$ cat config.mk
export PLATFORM = sky130hd
export DESIGN_NAME = psram_arbiter
export DESIGN_NICKNAME = d
export VERILOG_FILES = /design/src/rtl/psram_arbiter.sv
export SDC_FILE = /design/constraint.sdc
export NUM_CORES = 1
export LEC_CHECK = 0
export ABC_AREA = 1
export BUFFER_PORTS_ARGS = -buffer_cell sky130_fd_sc_hd__buf_2
export CAP_MARGIN = 30
export CORE_MARGIN = 3
export CORE_UTILIZATION = 30
export DETAILED_ROUTE_END_ITERATION = 8
export PLACE_DENSITY = 0.62
export REMOVE_ABC_BUFFERS = 1
export SETUP_SLACK_MARGIN = 0.05
export SLEW_MARGIN = 20
export SYNTH_ARGS = -nofsm -noshare
export SYNTH_HDL_FRONTEND = slang
export SYNTH_SLANG_ARGS = --single-unit
export TNS_END_PERCENT = 20
$ cat constraint.sdc
create_clock -name i_clk -period 1.6 [get_ports i_clk]
set_input_delay 0.08 -clock i_clk [delete_from_list [all_inputs] [get_ports i_clk]]
set_output_delay 0.08 -clock i_clk [all_outputs]
set_load 0.03 [all_outputs]
$ cat src/rtl/psram_arbiter.sv
// psram_arbiter: shares one byte-wide psram controller between the video fetch
// path (read-only, priority) and the command path (host reads/writes).
//
// Ports
//   i_clk, i_rst                  clock, asynchronous active-high reset
//   i_vid_req/i_vid_addr          video read request, held until o_vid_ack
//   o_vid_ack/o_vid_data          video completion pulse and read byte (held)
//   i_cmd_req/_we/_addr/_din      command request, held until o_cmd_ack
//   o_cmd_ack/o_cmd_data          command completion pulse and read byte (held)
//   o_err                         qualifies an ack whose transfer timed out
//   o_owner                       00 idle, 01 video, 10 command
//   o_stb/o_we/o_addr/o_din       request to the psram controller
//   i_busy/i_done/i_dout          psram controller status and read data
//
// Video wins arbitration until it has taken VID_MAX_RUN grants in a row while a
// command waits; then the command is served. All outputs are registered.
module psram_arbiter #(
  parameter int unsigned AW          = 24,
  parameter int unsigned DW          = 8,
  parameter int unsigned VID_MAX_RUN = 4,
  parameter int unsigned TIMEOUT     = 64
) (
  input  logic          i_clk,
  input  logic          i_rst,
  input  logic          i_vid_req,
  input  logic [AW-1:0] i_vid_addr,
  output logic          o_vid_ack,
  output logic [DW-1:0] o_vid_data,
  input  logic          i_cmd_req,
  input  logic          i_cmd_we,
  input  logic [AW-1:0] i_cmd_addr,
  input  logic [DW-1:0] i_cmd_din,
  output logic          o_cmd_ack,
  output logic [DW-1:0] o_cmd_data,
  output logic          o_err,
  output logic [1:0]    o_owner,
  output logic          o_stb,
  output logic          o_we,
  output logic [AW-1:0] o_addr,
  output logic [DW-1:0] o_din,
  input  logic          i_busy,
  input  logic          i_done,
  input  logic [DW-1:0] i_dout
);

  localparam int unsigned RW = $clog2(VID_MAX_RUN + 1);
  localparam int unsigned TW = $clog2(TIMEOUT);

  localparam logic [1:0] OwnNone = 2'b00;
  localparam logic [1:0] OwnVid  = 2'b01;
  localparam logic [1:0] OwnCmd  = 2'b10;

  typedef enum logic [1:0] {StIdle, StIssue, StWait, StDone} state_e;

  state_e        state_q, state_d;
  logic [RW-1:0] run_cnt_q, run_cnt_d;
  logic [TW-1:0] timer_q, timer_d;
  logic          stb_q, stb_d;
  logic          we_q, we_d;
  logic [AW-1:0] addr_q, addr_d;
  logic [DW-1:0] din_q, din_d;
  logic [1:0]    owner_q, owner_d;
  logic          vid_ack_q, vid_ack_d;
  logic          cmd_ack_q, cmd_ack_d;
  logic          err_q, err_d;
  logic [DW-1:0] vid_data_q, vid_data_d;
  logic [DW-1:0] cmd_data_q, cmd_data_d;

  logic grant_vid, grant_cmd;

  // Video wins unless it has exhausted its run while a command waits.
  assign grant_vid = i_vid_req && (!i_cmd_req || (run_cnt_q < RW'(VID_MAX_RUN)));
  assign grant_cmd = i_cmd_req && !grant_vid;

  always_comb begin
    state_d    = state_q;
    run_cnt_d  = run_cnt_q;
    timer_d    = timer_q;
    stb_d      = 1'b0;
    we_d       = we_q;
    addr_d     = addr_q;
    din_d      = din_q;
    owner_d    = owner_q;
    vid_ack_d  = 1'b0;
    cmd_ack_d  = 1'b0;
    err_d      = 1'b0;
    vid_data_d = vid_data_q;
    cmd_data_d = cmd_data_q;

    unique case (state_q)
      StIdle: begin
        if (!i_vid_req) run_cnt_d = '0;
        if (grant_vid) begin
          owner_d = OwnVid;
          addr_d  = i_vid_addr;
          we_d    = 1'b0;
          din_d   = '0;
          if (run_cnt_q < RW'(VID_MAX_RUN)) run_cnt_d = run_cnt_q + RW'(1);
          // Strobe is registered, so the busy check happens one cycle early.
          stb_d   = !i_busy;
          state_d = StIssue;
        end else if (grant_cmd) begin
          owner_d   = OwnCmd;
          addr_d    = i_cmd_addr;
          we_d      = i_cmd_we;
          din_d     = i_cmd_din;
          run_cnt_d = '0;
          stb_d     = !i_busy;
          state_d   = StIssue;
        end
      end

      StIssue: begin
        if (stb_q) begin
          // Strobe is on the bus this cycle; start the completion timer.
          timer_d = '0;
          state_d = StWait;
        end else if (!i_busy) begin
          stb_d = 1'b1;
        end
      end

      StWait: begin
        timer_d = timer_q + TW'(1);
        if (i_done || (timer_q == TW'(TIMEOUT - 1))) begin
          vid_ack_d = (owner_q == OwnVid);
          cmd_ack_d = (owner_q == OwnCmd);
          // Done takes precedence over a coincident timeout.
          err_d     = !i_done;
          if (i_done && (owner_q == OwnVid)) vid_data_d = i_dout;
          if (i_done && (owner_q == OwnCmd) && !we_q) cmd_data_d = i_dout;
          owner_d   = OwnNone;
          we_d      = 1'b0;
          addr_d    = '0;
          din_d     = '0;
          state_d   = StDone;
        end
      end

      StDone: begin
        state_d = StIdle;
      end

      default: begin
        state_d = StIdle;
      end
    endcase
  end

  always_ff @(posedge i_clk or posedge i_rst) begin
    if (i_rst) begin
      state_q    <= StIdle;
      run_cnt_q  <= '0;
      timer_q    <= '0;
      stb_q      <= 1'b0;
      we_q       <= 1'b0;
      addr_q     <= '0;
      din_q      <= '0;
      owner_q    <= OwnNone;
      vid_ack_q  <= 1'b0;
      cmd_ack_q  <= 1'b0;
      err_q      <= 1'b0;
      vid_data_q <= '0;
      cmd_data_q <= '0;
    end else begin
      state_q    <= state_d;
      run_cnt_q  <= run_cnt_d;
      timer_q    <= timer_d;
      stb_q      <= stb_d;
      we_q       <= we_d;
      addr_q     <= addr_d;
      din_q      <= din_d;
      owner_q    <= owner_d;
      vid_ack_q  <= vid_ack_d;
      cmd_ack_q  <= cmd_ack_d;
      err_q      <= err_d;
      vid_data_q <= vid_data_d;
      cmd_data_q <= cmd_data_d;
    end
  end

  assign o_stb      = stb_q;
  assign o_we       = we_q;
  assign o_addr     = addr_q;
  assign o_din      = din_q;
  assign o_owner    = owner_q;
  assign o_vid_ack  = vid_ack_q;
  assign o_cmd_ack  = cmd_ack_q;
  assign o_err      = err_q;
  assign o_vid_data = vid_data_q;
  assign o_cmd_data = cmd_data_q;

endmodule
-- Word level (Yosys, flattened, before mapping)
Cells that the tools add are included.
- $add $sub $neg: 2
- $lt $le $gt $ge: 1
- eq/ne operators: 9
- muxes and demuxes: 38
- reduce and logical (&&, ||, !) cells: 20
- operators by type and width (cell ; count):
    2-to-1 mux 24 bit ; 3
    one-hot mux 24 bit (2 select lines) ; 1
    2-to-1 mux 8 bit ; 3
    one-hot mux 8 bit (2 select lines) ; 1
    2-to-1 mux 2 bit ; 7
    2-to-1 mux 1 bit ; 13
    2-to-1 mux 3 bit ; 4
    one-hot mux 6 bit (2 select lines) ; 1
    AND reduction 3 bit ; 4
    one-hot mux 2 bit (4 select lines) ; 1
    adder 6 x 1 -> 6 bit (second input constant) ; 1
    equality test 2 bit (second input constant) ; 3
    equality test 6 bit (second input constant) ; 1
    2-to-1 mux 6 bit ; 1
    logical AND 1 bit ; 5
    zero test 1 bit ; 5
    equality test 2 x 1 -> 1 bit (second input constant) ; 2
    inequality test 2 bit (second input constant) ; 2
    one-hot mux 1 bit (2 select lines) ; 2
    one-hot mux 2 bit (2 select lines) ; 1
    nonzero test 2 bit ; 2
    adder 3 x 1 -> 3 bit (second input constant) ; 1
    < comparator 3 bit (second input constant) ; 1
    inequality test 3 bit (second input constant) ; 1
    other kinds (3) ; 4
- register bits after elaboration: 66
- bits of input ports: 71
- output and inout bits: 55
- logic and storage cells: 83

-- Logic depth before layout (Yosys ltp)
Gate-level depths: netlist of run 1.
- depth in word-level cells: 8
- depth in mapped cells: 9
- mapped depth without buffers: 7

-- Worst setup path after synthesis of run 1
No wires, ideal clock.
- path type: register -> register
- start point: register state_q[0]
- end point: register vid_data_q[0], in the netlist o_vid_data[0]
- setup time: 0.119 ns
- arrival time: 1.470 ns
- required time: 1.481 ns
- path slack: 0.012 ns
- stages on the path, launching flop included: 10
- buffers on the path: 2
- clock period less this slack: 1.588 ns
- cell sequence: dfrtp_1 -> inv_1 -> ha_1 -> buf_4 -> inv_2 -> nor3_1 -> nand2_1 -> buf_6 -> nand2_1 -> o21ai_2
- cells in the longest elaborated chain, start to end: 2
- RTL lines (item ; RTL line ; text):
    start: declaration ; 55 ; state_e state_q, state_d;
    start signal: assignment ; 152 ; state_q <= StIdle;
    start signal: assignment ; 166 ; state_q <= state_d;
    equality test 2 bit ; 90 ; unique case (state_q)
    AND reduction 3 bit (no line) ; - ;
    end signal: assignment ; 177 ; vid_data_q <= vid_data_d;
    end: declaration ; 66 ; logic [DW-1:0] vid_data_q, vid_data_d;
No other way between the ends.
A chain may end at the register's enable or synchronous reset.

-- Final worst setup path of run 1
- start point: register timer_q[0]
- end point: register addr_q[13], in the netlist o_addr[13]
- cells in the longest elaborated chain, start to end: 4
- RTL lines (item ; RTL line ; text):
    start: declaration ; 57 ; logic [TW-1:0] timer_q, timer_d;
    start signal: assignment ; 168 ; timer_q <= timer_d;
    equality test 6 bit ; 125 ; if (i_done || (timer_q == TW'(TIMEOUT - 1))) begin
    logical OR 1 bit ; 125 ;
    inequality test 2 bit (no line) ; - ;
    AND reduction 3 bit (no line) ; - ;
    end signal: assignment ; 171 ; addr_q <= addr_d;
    end: declaration ; 60 ; logic [AW-1:0] addr_q, addr_d;
No other way between the ends.

==> summary.md, run 1 <==
| Metric | Value |
|---|---|
| Worst hold stages | `3` |
| Crit start category | `flop` |
| Most common cell after layout, fill and taps aside | `nand2_1` |
| Via count | `3394` |
| Critical path capture point type | `flop` |
| Number of DRC markers in iteration 0 | `158` |
| Clock Pin Slew Worst Setup and Hold Paths | `0.07 ns` |
| Nets | `631` |
| Yosys cell types | `26` |
| Worst-Skew Late Latency | `0.35 ns` |
| Inst Count DP | `659` |
| First drt pass iteration count | `5` |
| I/O pins | `~130` |
| Area growth syn-to-layout | `41.0%` |
| Final hold violation count | `0` |
| Sw Pwr | `about 4.4 mW` |
| CTS tree | `done` |
| Max-cap violation count | `0` |
| CP Class | `reg -> reg` |
| FF-to-FF End | `o_addr[13]` |
| TritonCTS buffer count | `9` |
| DRC errors left | `0` |
| Critical Path AT | `1.68 ns` |
| Clock Sinks | `66` |
| Syn. warnings | `0` |
| Dominant cells by area after synthesis | `dfrtp_1 49%, nand2_1 17%, nand4_1 11%, nand3_1 4.0%, inv_1 2.7%` |
| Port bufs | `125` |
| Total Routing Usage GR | `about 16%` |
| Power Dens Cells | `2010 nW/um^2` |
| Rel. slew slack | `between 70% and 80%` |
| Worst flop-to-flop path startpoint | `timer_q[0]` |
| CTS root buf | `clkbuf_8` |
| Seq pwr share | `29.3%` |
| Most frequent cells in the layout | `146 x nand2_1, 125 x buf_2, 66 x dfrtp_1` |
| Clk buf depth | `2` |
| Register area share after synthesis | `49.5%` |
| Final Wtd Congestion | `about 0.8` |
| Vias per cell | `about 4.9` |
| Synth top area share | `49.5%` |
| Hold Path End | `o_vid_ack` |
| Core area | `10600 um^2` |
| Synth area leader | `dfrtp_1` |
| Maximum VDD drop | `0.00101 V` |
| Worst R2R Path Depth | `7` |
| Chip height | `roughly 110 um` |
| Fin crit period | `1.45 ns` |
| FMAX | `0.692 GHz` |
| Leakage | `around 2.6 nW` |
| First-pass GRT wire length | `roughly 16 mm` |
| Largest net degree at the start of global routing | `67` |
| Grt ovf | `0` |
| Number of global-route vias before repair | `approximately 3100` |
| Finish-stage setup viols | `0` |
| Crit share post-route | `approximately 90%` |
| Share of cells above drive strength 1 | `about a third` |
| Worst hold start | `i_done` |
| Max H-tree Level | `3` |
| Least-Margin Pin Slew | `0.350 ns` |
| Initial core utilization | `31.6%` |
| Unrepaired setup endpoints after global routing | `false` |
| Antenna Cells | `0` |
| Die width | `111 um` |
| Switch share | `46.7%` |
| Syn Inst Count | `403` |
| Post-Syn Area | `between 3000 and 4000 um^2` |
| Synth Register Bits | `66` |
| Clock power share | `between 10% and 20%` |
| Hpwl dp | `between 6 and 7 mm` |
| Final Instance Count excl. Fillers | `695` |
| Total Power | `9.47 mW` |
| DR WL/cell | `14.2 um` |
| Final slew viol count | `0` |
| Hold crit path type | `in -> reg` |
| Average size of a mapped cell | `8.28 um^2` |
| CP required | `1.83 ns` |
| DRT antenna net count | `0` |
| Post-Route WL | `a little under 10 mm` |
| Initial antenna violation count | `0` |
| Worst reg-to-reg setup slack | `between 0.15 and 0.2 ns` |
| Internal power | `between 5 and 6 mW` |
| Crit Path Max Fanout | `17` |
| Clock skew | `~0.0095 ns` |
| Rows | `37` |
| Die Area | `12400 um^2` |
| Status | `completed` |
| Combinational power share | `between 50 and 60%` |
kinds of logic after synthesis:
kind of cell             share of synthesized area [%]
AO/OA/AOI/OAI                                     5.66
adder cells (fa/ha/maj)                           2.25
buffers and inverters                             8.29
AND/OR/NAND/NOR                                   34.0
flip-flops                                        49.5
XOR/XNOR                                         0.263
metrics by stage:
step	cell area (um^2)	util (%)	hold slack, ns	setup TNS, ns	setup slack, ns
finish	4700	44.6	0.0489	0	0.155
detailed placement	4180	39.6	0.194	0	0.0182
CTS	4610	43.7	0.0267	0	0.0739
global placement	4180	39.6	0.184	0	0.0386
global route	4700	44.6	0.0529	0	0.0571
floorplan	3160	-	0.143	-45.14	-0.886
cell type report:
type / instances / area [um^2]
Clock buffer: 10 / 138
Clock inverter: 6 / 90.1
Fill cell: 1039 / 5850
Inverter: 26 / 100
Multi-Input combinational cell: 283 / 1480
Sequential cell: 66 / 1650
Tap cell: 136 / 170
Timing Repair Buffer: 168 / 1080
worst max-delay path by stage:
| stage | cells past startpoint | start | to | slack, ns |
|---|---|---|---|---|
| finish | 7 | timer_q[0] | o_addr[13] | 0.15 |
| global route | 7 | timer_q[0] | o_din[5] | 0.06 |
| CTS | 8 | state_q[0] | o_addr[13] | 0.07 |
| detailed placement | 7 | timer_q[0] | o_addr[13] | 0.02 |
| global placement | 7 | timer_q[0] | o_addr[21] | 0.04 |
| floorplan | 6 | run_cnt_q[2] | o_addr[0] | -0.89 |
repair_timing:
item / in CTS / in global routing
hold endpoints to repair: 84 / 0
cloned: 0 / 1
hold buffers: 19 / 0
pin swaps: 0 / 1
endpoints found under the setup margin: 41 / 52
buffers inserted: 0 / 0
resized for setup: 4 / 14
worst max-delay path: stages (launching register included):
cell and delay [ns]:
dfrtp_1 0.39, ha_4 0.18, nand3_4 0.10, o21bai_4 0.24, nand3_4 0.13, buf_12 0.17
nand2_1 0.07, nand2_1 0.05
cell usage after synthesis:
library cell and count:
o21ai_2 8, or2_2 1, nand4_1 58, inv_2 2, clkbuf_2 1, a21oi_1 5, buf_4 7, a211oi_1 1
ha_1 6, nand3_1 27, buf_1 1, o21bai_2 1, clkbuf_1 7, nor2_1 7, nor3_1 3, o21ai_0 12
nand3_2 1, nand3_4 1, buf_2 7, dfrtp_1 66, o21ai_1 3, nand2_1 147, xor2_1 1, nand3b_2 1
inv_1 24, buf_6 5
power groups by stage:
stage	clock network [mW]	logic [mW]	registers, mW
floorplan	0	1.90	3.87
global placement	0	4.78	2.76
detailed placement	0	4.88	2.77
CTS	1.64	4.95	2.75
global route	1.73	5.60	2.87
finish	1.60	5.09	2.77
sequential cells by signal, indices dropped and copies added, names as in the netlist:
name,flops
run_cnt_q,3
o_cmd_ack,1
o_err,1
o_vid_ack,1
o_din,8
o_stb,1
o_owner,2
o_vid_data,8
timer_q,6
o_we,1
o_cmd_data,8
state_q,2
o_addr,24
layer usage:
layer  vias up  GRT usage (%)  part of all wire [%]
met1      1582           21.5                    46
met2       143           24.6                    46
met4         0           4.54                  0.89
met3         8           4.24                   7.5
li1       1661              -                     -
met5         -              0                     0
(Power assumes the default switching activity.)
==> run 2: changes to the inputs <==
ABC_AREA = default   (was 1)
clock period = 1.8 ns   (was 1.6 ns; I/O delays follow)
==> summary.md, run 2 <==
| Metric | Value |
|---|---|
| DR WL/cell | `15.1 um (+6.2%)` |
| Port bufs | `125 (unchanged)` |
| Hold Slack | `0.0288 ns (-0.0202 ns)` |
| Critical path buffers and inverters | `2 (+1)` |
| Worst reg-to-reg setup slack | `0.12 ns (-0.03 ns)` |
| Synth Register Bits | `66 (unchanged)` |
| Critical path capture point type | `flop` |
| CP Class | `reg -> reg` |
| Critical Path AT | `1.90 ns (+0.22 ns)` |
| Die Area | `11100 um^2 (-11%)` |
| Number of synthesized flops with an enable pin | `0 (unchanged)` |
| Largest register FFs | `24 (unchanged)` |
| Leakage | `2.18 nW (-16%)` |
| Rel. slew slack | `66.6% (-10 points)` |
| Vias per cell | `4.67 (-4.5%)` |
| Via count | `2440 (-28%)` |
| Rows | `35 (-5.4%)` |
| Most common cell after layout, fill and taps aside | `buf_2` |
| CP delay by family, top | `flip-flops` |
| Clock skew | `0.0104 ns (+0.000862 ns)` |
| Finish-stage setup viols | `0 (unchanged)` |
| Worst hold start | `i_cmd_we` |
| Hpwl dp | `5.62 mm (-17%)` |
| Synth top area share | `55.7% (+6.2 points)` |
| Post-Route WL | `7.89 mm (-20%)` |
| Top_reg_cell synth | `dfrtp_1` |
| Post-Syn Area | `2970 um^2 (-11%)` |
| TritonCTS buffer count | `9 (unchanged)` |
| Worst hold stages | `2 (-1)` |
| Worst R2R Path Depth | `6 (-1)` |
| Register area share after synthesis | `55.7% (+6.2 points)` |
| Hold Path End | `o_we` |
| Average size of a mapped cell | `13.0 um^2 (+57%)` |
| Power Dens Cells | `1640 nW/um^2 (-18%)` |
| Crit Path Max Fanout | `8 (-9)` |
| Unrepaired setup endpoints after global routing | `true` |
| Aggregate negative setup slack | `0 ns (unchanged)` |
| Final Core Density | `45.4% (+0.78 points)` |
| Antenna Cells | `0 (unchanged)` |
| Synth area leader | `dfrtp_1` |
| Clock Pin Slew Worst Setup and Hold Paths | `0.07 ns (about the same)` |
| Die width | `105 um (-5.4%)` |
| Nets | `466 (-26%)` |
| Largest net degree at the start of global routing | `28 (-58%)` |
| Final hold violation count | `0 (unchanged)` |
| Crit start category | `flop` |
| Final slew viol count | `0 (unchanged)` |
| Syn Inst Count | `228 (-43%)` |
| Area growth syn-to-layout | `44.0%` |
| Crit share post-route | `93.1% (+2.8 points)` |
| Number of DRC markers in iteration 0 | `79 (-50%)` |
| Initial core utilization | `31.5% (-0.12 points)` |
| CP required | `2.02 ns (+0.19 ns)` |
| Yosys cell types | `37 (+42%)` |
| DRT antenna net count | `0 (unchanged)` |
| Placement Cell Area | `3850 um^2 (-7.7%)` |
| Initial antenna violation count | `0 (unchanged)` |
| Most frequent cell after synthesis | `dfrtp_1` |
| Hold crit path type | `in -> reg` |
| Number of global-route vias before repair | `2474 (-21%)` |
| Most frequent cells in the layout | `125 x buf_2, 66 x dfrtp_1, 25 x mux2i_1` |
| Least-Margin Pin Slew | `0.500 ns (+0.149 ns)` |
| Post-route cell area | `4270 um^2 (-9.2%)` |
| First-pass GRT wire length | `12.8 mm (-19%)` |
| Max-cap violation count | `0 (unchanged)` |
| Share of cells above drive strength 1 | `48.2% (+15 points)` |
| Syn. warnings | `0 (unchanged)` |
| First drt pass iteration count | `4 (-1)` |
| Most frequent cells after synthesis | `66 x dfrtp_1, 25 x mux2i_1, 24 x o2bb2ai_1` |
| Clock Sinks | `66 (unchanged)` |
| Total Routing Usage GR | `14.4% (-1.3 points)` |
| CTS root buf | `clkbuf_8` |
| Grt ovf | `0 (unchanged)` |
| Final Wtd Congestion | `0.727 (-9.1%)` |
| FF-to-FF End | `o_cmd_data[5]` |
| Max H-tree Level | `3 (unchanged)` |
| Worst-Skew Late Latency | `0.34 ns (about the same)` |
| Worst path cell trace | `inv_2, ha_2, nand3b_2, nor3b_4, buf_12, mux2_2` |
| Async SR Flop Fraction | `100% (unchanged)` |
| Max incr delay on CP | `0.38 ns (about the same)` |
| I/O pins | `126 (unchanged)` |
| Total Power | `7.01 mW (-26%)` |
| Status | `completed` |
| CTS tree | `done` |
| Chip height | `105 um (-5.4%)` |
| Worst flop-to-flop path startpoint | `state_q[0]` |
| DRC errors left | `0 (unchanged)` |
| Clk buf depth | `2 (unchanged)` |
| FMAX | `0.597 GHz (-14%)` |
| Maximum VDD drop | `0.000777 V (-23%)` |
| Slowest-stage cell, CP | `dfrtp_1` |
| Dominant cells by area after synthesis | `dfrtp_1 56%, mux2i_1 8.4%, o2bb2ai_1 7.1%, mux2_2 6.1%, a22o_1 3.2%` |
| Core area | `9420 um^2 (-11%)` |
| Fin crit period | `1.68 ns (+0.231 ns)` |
-- run 2: timing repair --
item | 4_1_cts | 5_1_grt
cloned | 1 | 1
hold buffers | 18 | 0
endpoints found under the hold margin | 45 | 0
buffers inserted | 0 | 0
pin swaps | 1 | 3
resized for setup | 2 | 4
setup endpoints to repair | 15 | 26
-- run 2: kinds of logic after synthesis --
family | count (synthesis) | synth area share (%)
mux | 41 | 14.5
flops | 66 | 55.7
fa+ha+maj | 6 | 2.53
simple gates | 35 | 6.88
buf+inv | 19 | 3.42
compound gates | 61 | 17.0
-- run 2: through the flow --
stage | std cells | worst slack [ns]
floorplan | 217 | -0.249
global placement | 487 | 0.0463
detailed placement | 487 | -0.0383
CTS | 522 | 0.0539
global route | 523 | 0.0251
finish | 523 | 0.124
-- run 2: worst max path at each step --
stage | cells past startpoint | start | endpoint | slack, ns
2_1_floorplan | 6 | state_q[0] | o_owner[0] | -0.25
3_3_place_gp | 6 | state_q[0] | o_addr[2] | 0.05
3_5_place_dp | 6 | state_q[0] | o_addr[3] | -0.04
4_1_cts | 6 | state_q[0] | o_cmd_data[4] | 0.05
5_1_grt | 5 | timer_q[0] | o_owner[1] | 0.03
6_report | 6 | state_q[0] | o_cmd_data[5] | 0.12
-- run 2: report_power, final --
group / total, mW / switching, mW / leakage, nW / internal [mW]
combinational: 3.46 / 2.14 / 1.22 / 1.32
clock: 1.22 / 0.582 / 0.0990 / 0.636
sequential: 2.33 / 0.309 / 0.866 / 2.02
-- run 2: final cells by class --
| cell class | count | area [um^2] |
|---|---|---|
| Fill cell | 887 | 5140 |
| Sequential cell | 66 | 1650 |
| Multi-Input combinational cell | 145 | 1260 |
| Timing Repair Buffer | 159 | 976 |
| Tap cell | 129 | 161 |
| Clock buffer | 9 | 124 |
| Clock inverter | 7 | 70.1 |
| Inverter | 8 | 30.0 |
-- run 2: layer usage --
| layer | routed length, um | track usage [%] |
|---|---|---|
| met5 | 0 | 0 |
| met1 | 3410 | 18.8 |
| met2 | 3810 | 23.5 |
| met3 | 588 | 3.86 |
| met4 | 81 | 4.22 |
==> run 3: changes to the inputs <==
SETUP_SLACK_MARGIN = 0.2   (was 0.05)
==> summary.md, run 3 (synthesis gave the netlist of run 2 again) <==
| Metric | Value |
|---|---|
| Area growth syn-to-layout | `51.1%` |
| Seq pwr share | `31.5% (-1.8 points)` |
| Clock Sinks | `66 (unchanged)` |
| Max H-tree Level | `3 (unchanged)` |
| Largest register FFs | `24 (unchanged)` |
| Final slew viol count | `0 (unchanged)` |
| Switch share | `42.6% (-0.62 points)` |
| Hpwl dp | `5.62 mm (unchanged)` |
| Most frequent cells in the layout | `125 x buf_2, 66 x dfrtp_1, 25 x mux2i_1` |
| CTS tree | `done` |
| Status | `completed` |
| Combinational power share | `52.1% (+2.7 points)` |
| Aggregate negative setup slack | `0 ns (unchanged)` |
| CP required | `2.06 ns (+0.04 ns)` |
| Total Power | `7.47 mW (+6.6%)` |
| Port bufs | `125 (unchanged)` |
| Via count | `2472 (+1.3%)` |
| Die width | `105 um (unchanged)` |
| Number of DRC markers in iteration 0 | `86 (+8.9%)` |
| Nets | `473 (+1.5%)` |
| Crit Path Max Fanout | `7 (-1)` |
| Leakage | `2.30 nW (+5.2%)` |
| Post-Route WL | `8.22 mm (+4.2%)` |
| Chip height | `105 um (unchanged)` |
| Worst-Skew Late Latency | `0.34 ns (about the same)` |
| Antenna Cells | `0 (unchanged)` |
| Die Area | `11100 um^2 (unchanged)` |
| Clk buf depth | `2 (unchanged)` |
| Number of global-route vias before repair | `2516 (+1.7%)` |
| Clock power share | `16.4% (-1.0 points)` |
| Critical Path AT | `1.88 ns (-0.02 ns)` |
| CTS root buf | `clkbuf_8` |
| Initial core utilization | `31.5% (unchanged)` |
| Vias per cell | `4.66 (about the same)` |
| Total Routing Usage GR | `14.7% (+0.23 points)` |
| TritonCTS buffer count | `9 (unchanged)` |
| Core area | `9420 um^2 (unchanged)` |
| Crit start category | `flop` |
| Sw Pwr | `3.19 mW (+5.0%)` |
| I/O pins | `126 (unchanged)` |
| Most common cell after layout, fill and taps aside | `buf_2` |
| Hold crit path type | `in -> reg` |
| Finish-stage setup viols | `0 (unchanged)` |
| DRC errors left | `0 (unchanged)` |
| Fin worst setup slack | `0.187 ns (+0.0628 ns)` |
| Final hold violation count | `0 (unchanged)` |
| Rel. slew slack | `66.6% (about the same)` |
| FMAX | `0.620 GHz (+3.9%)` |
| Critical path capture point type | `flop` |
| Internal power | `4.29 mW (+7.7%)` |
| First drt pass iteration count | `4 (unchanged)` |
| Final Wtd Congestion | `0.727 (unchanged)` |
| Initial antenna violation count | `0 (unchanged)` |
| Clock Pin Slew Worst Setup and Hold Paths | `0.08 ns (about the same)` |
| Max-cap violation count | `0 (unchanged)` |
| Least-Margin Pin Slew | `0.500 ns (+0.000372 ns)` |
| Clock skew | `0.00829 ns (-0.00209 ns)` |
| CP Class | `reg -> reg` |
| DRT antenna net count | `0 (unchanged)` |
| Unrepaired setup endpoints after global routing | `true` |
| Grt ovf | `0 (unchanged)` |
| Share of cells above drive strength 1 | `50.9% (+2.6 points)` |
| Crit share post-route | `89.6% (-3.5 points)` |
| Maximum VDD drop | `0.000796 V (+2.5%)` |
| DR WL/cell | `15.5 um (+2.8%)` |
| Rows | `35 (unchanged)` |
| First-pass GRT wire length | `13.0 mm (+1.5%)` |
| Power Dens Cells | `1670 nW/um^2 (+1.6%)` |
| Fin crit period | `1.61 ns (-0.0628 ns)` |
| Largest net degree at the start of global routing | `28 (unchanged)` |
| Setup WS pre-CTS | `-0.0383 ns (unchanged)` |
==> run 3: worst paths after layout <==
check / start / to / slack, ns / cells past startpoint
min: i_cmd_we / o_we / 0.03 / 2
max: state_q[0] / o_addr[4] / 0.19 / 7
min reg2reg: o_addr[6] / o_addr[6] / 0.48 / 1
min in group asynchronous: i_rst / o_addr[23] / 0.32 / 3
max in group asynchronous: i_rst / o_cmd_data[5] / 0.84 / 4
max reg2reg: state_q[0] / o_addr[4] / 0.19 / 7
==> run 3: critical path: stages (launching register included) <==
cell and delay, ns:
dfrtp_1 0.39, inv_2 0.12, ha_4 0.20, nand2b_4 0.06, o21bai_4 0.22, o211ai_4 0.20
clkbuf_16 0.23, o2bb2ai_1 0.12
==> run 3: layout make-up <==
class,count,area [um^2]
Sequential cell,66,1650
Clock buffer,9,124
Fill cell,877,4940
Tap cell,129,161
Timing Repair Buffer,166,1070
Clock inverter,7,70.1
Multi-Input combinational cell,145,1370
Inverter,8,30.0
==> run 3: power by group through the flow <==
stage	combinational (mW)	sequential [mW]	clock, mW
2_1_floorplan	1.21	3.26	0
3_3_place_gp	3.27	2.35	0
3_5_place_dp	3.35	2.35	0
4_1_cts	3.62	2.34	1.26
5_1_grt	4.19	2.43	1.33
6_report	3.89	2.35	1.23
==> run 3: stage by stage <==
step,instances,utilization [%],cell area (um^2),hold WS [ns]
2_1_floorplan,217,-,2890,0.153
3_3_place_gp,487,40.9,3850,0.154
5_1_grt,530,47.6,4480,0.0107
6_report,530,47.6,4480,0.0274
3_5_place_dp,487,40.9,3850,0.159
4_1_cts,526,46.0,4330,0.00217
==> run 3: routing by layer <==
| metal | vias up | routed length [um] | part of all wire, % | GRT usage, % |
|---|---|---|---|---|
| met4 | 0 | 101 | 1.2 | 4.22 |
| li1 | 1182 | - | - | - |
| met3 | 11 | 555 | 6.7 | 3.67 |
| met2 | 93 | 3930 | 48 | 24.1 |
| met1 | 1186 | 3640 | 44 | 19.1 |
| met5 | - | 0 | 0 | 0 |
==> run 3: repair_timing <==
| action | 4_1_cts | 5_1_grt |
|---|---|---|
| endpoints found under the setup margin | 54 | 54 |
| hold buffers | 18 | 0 |
| gates resized for setup | 12 | 19 |
| gates cloned | 2 | 1 |
| hold endpoints to repair | 45 | 0 |
| setup buffers | 3 | 3 |
| pin swaps | 3 | 4 |
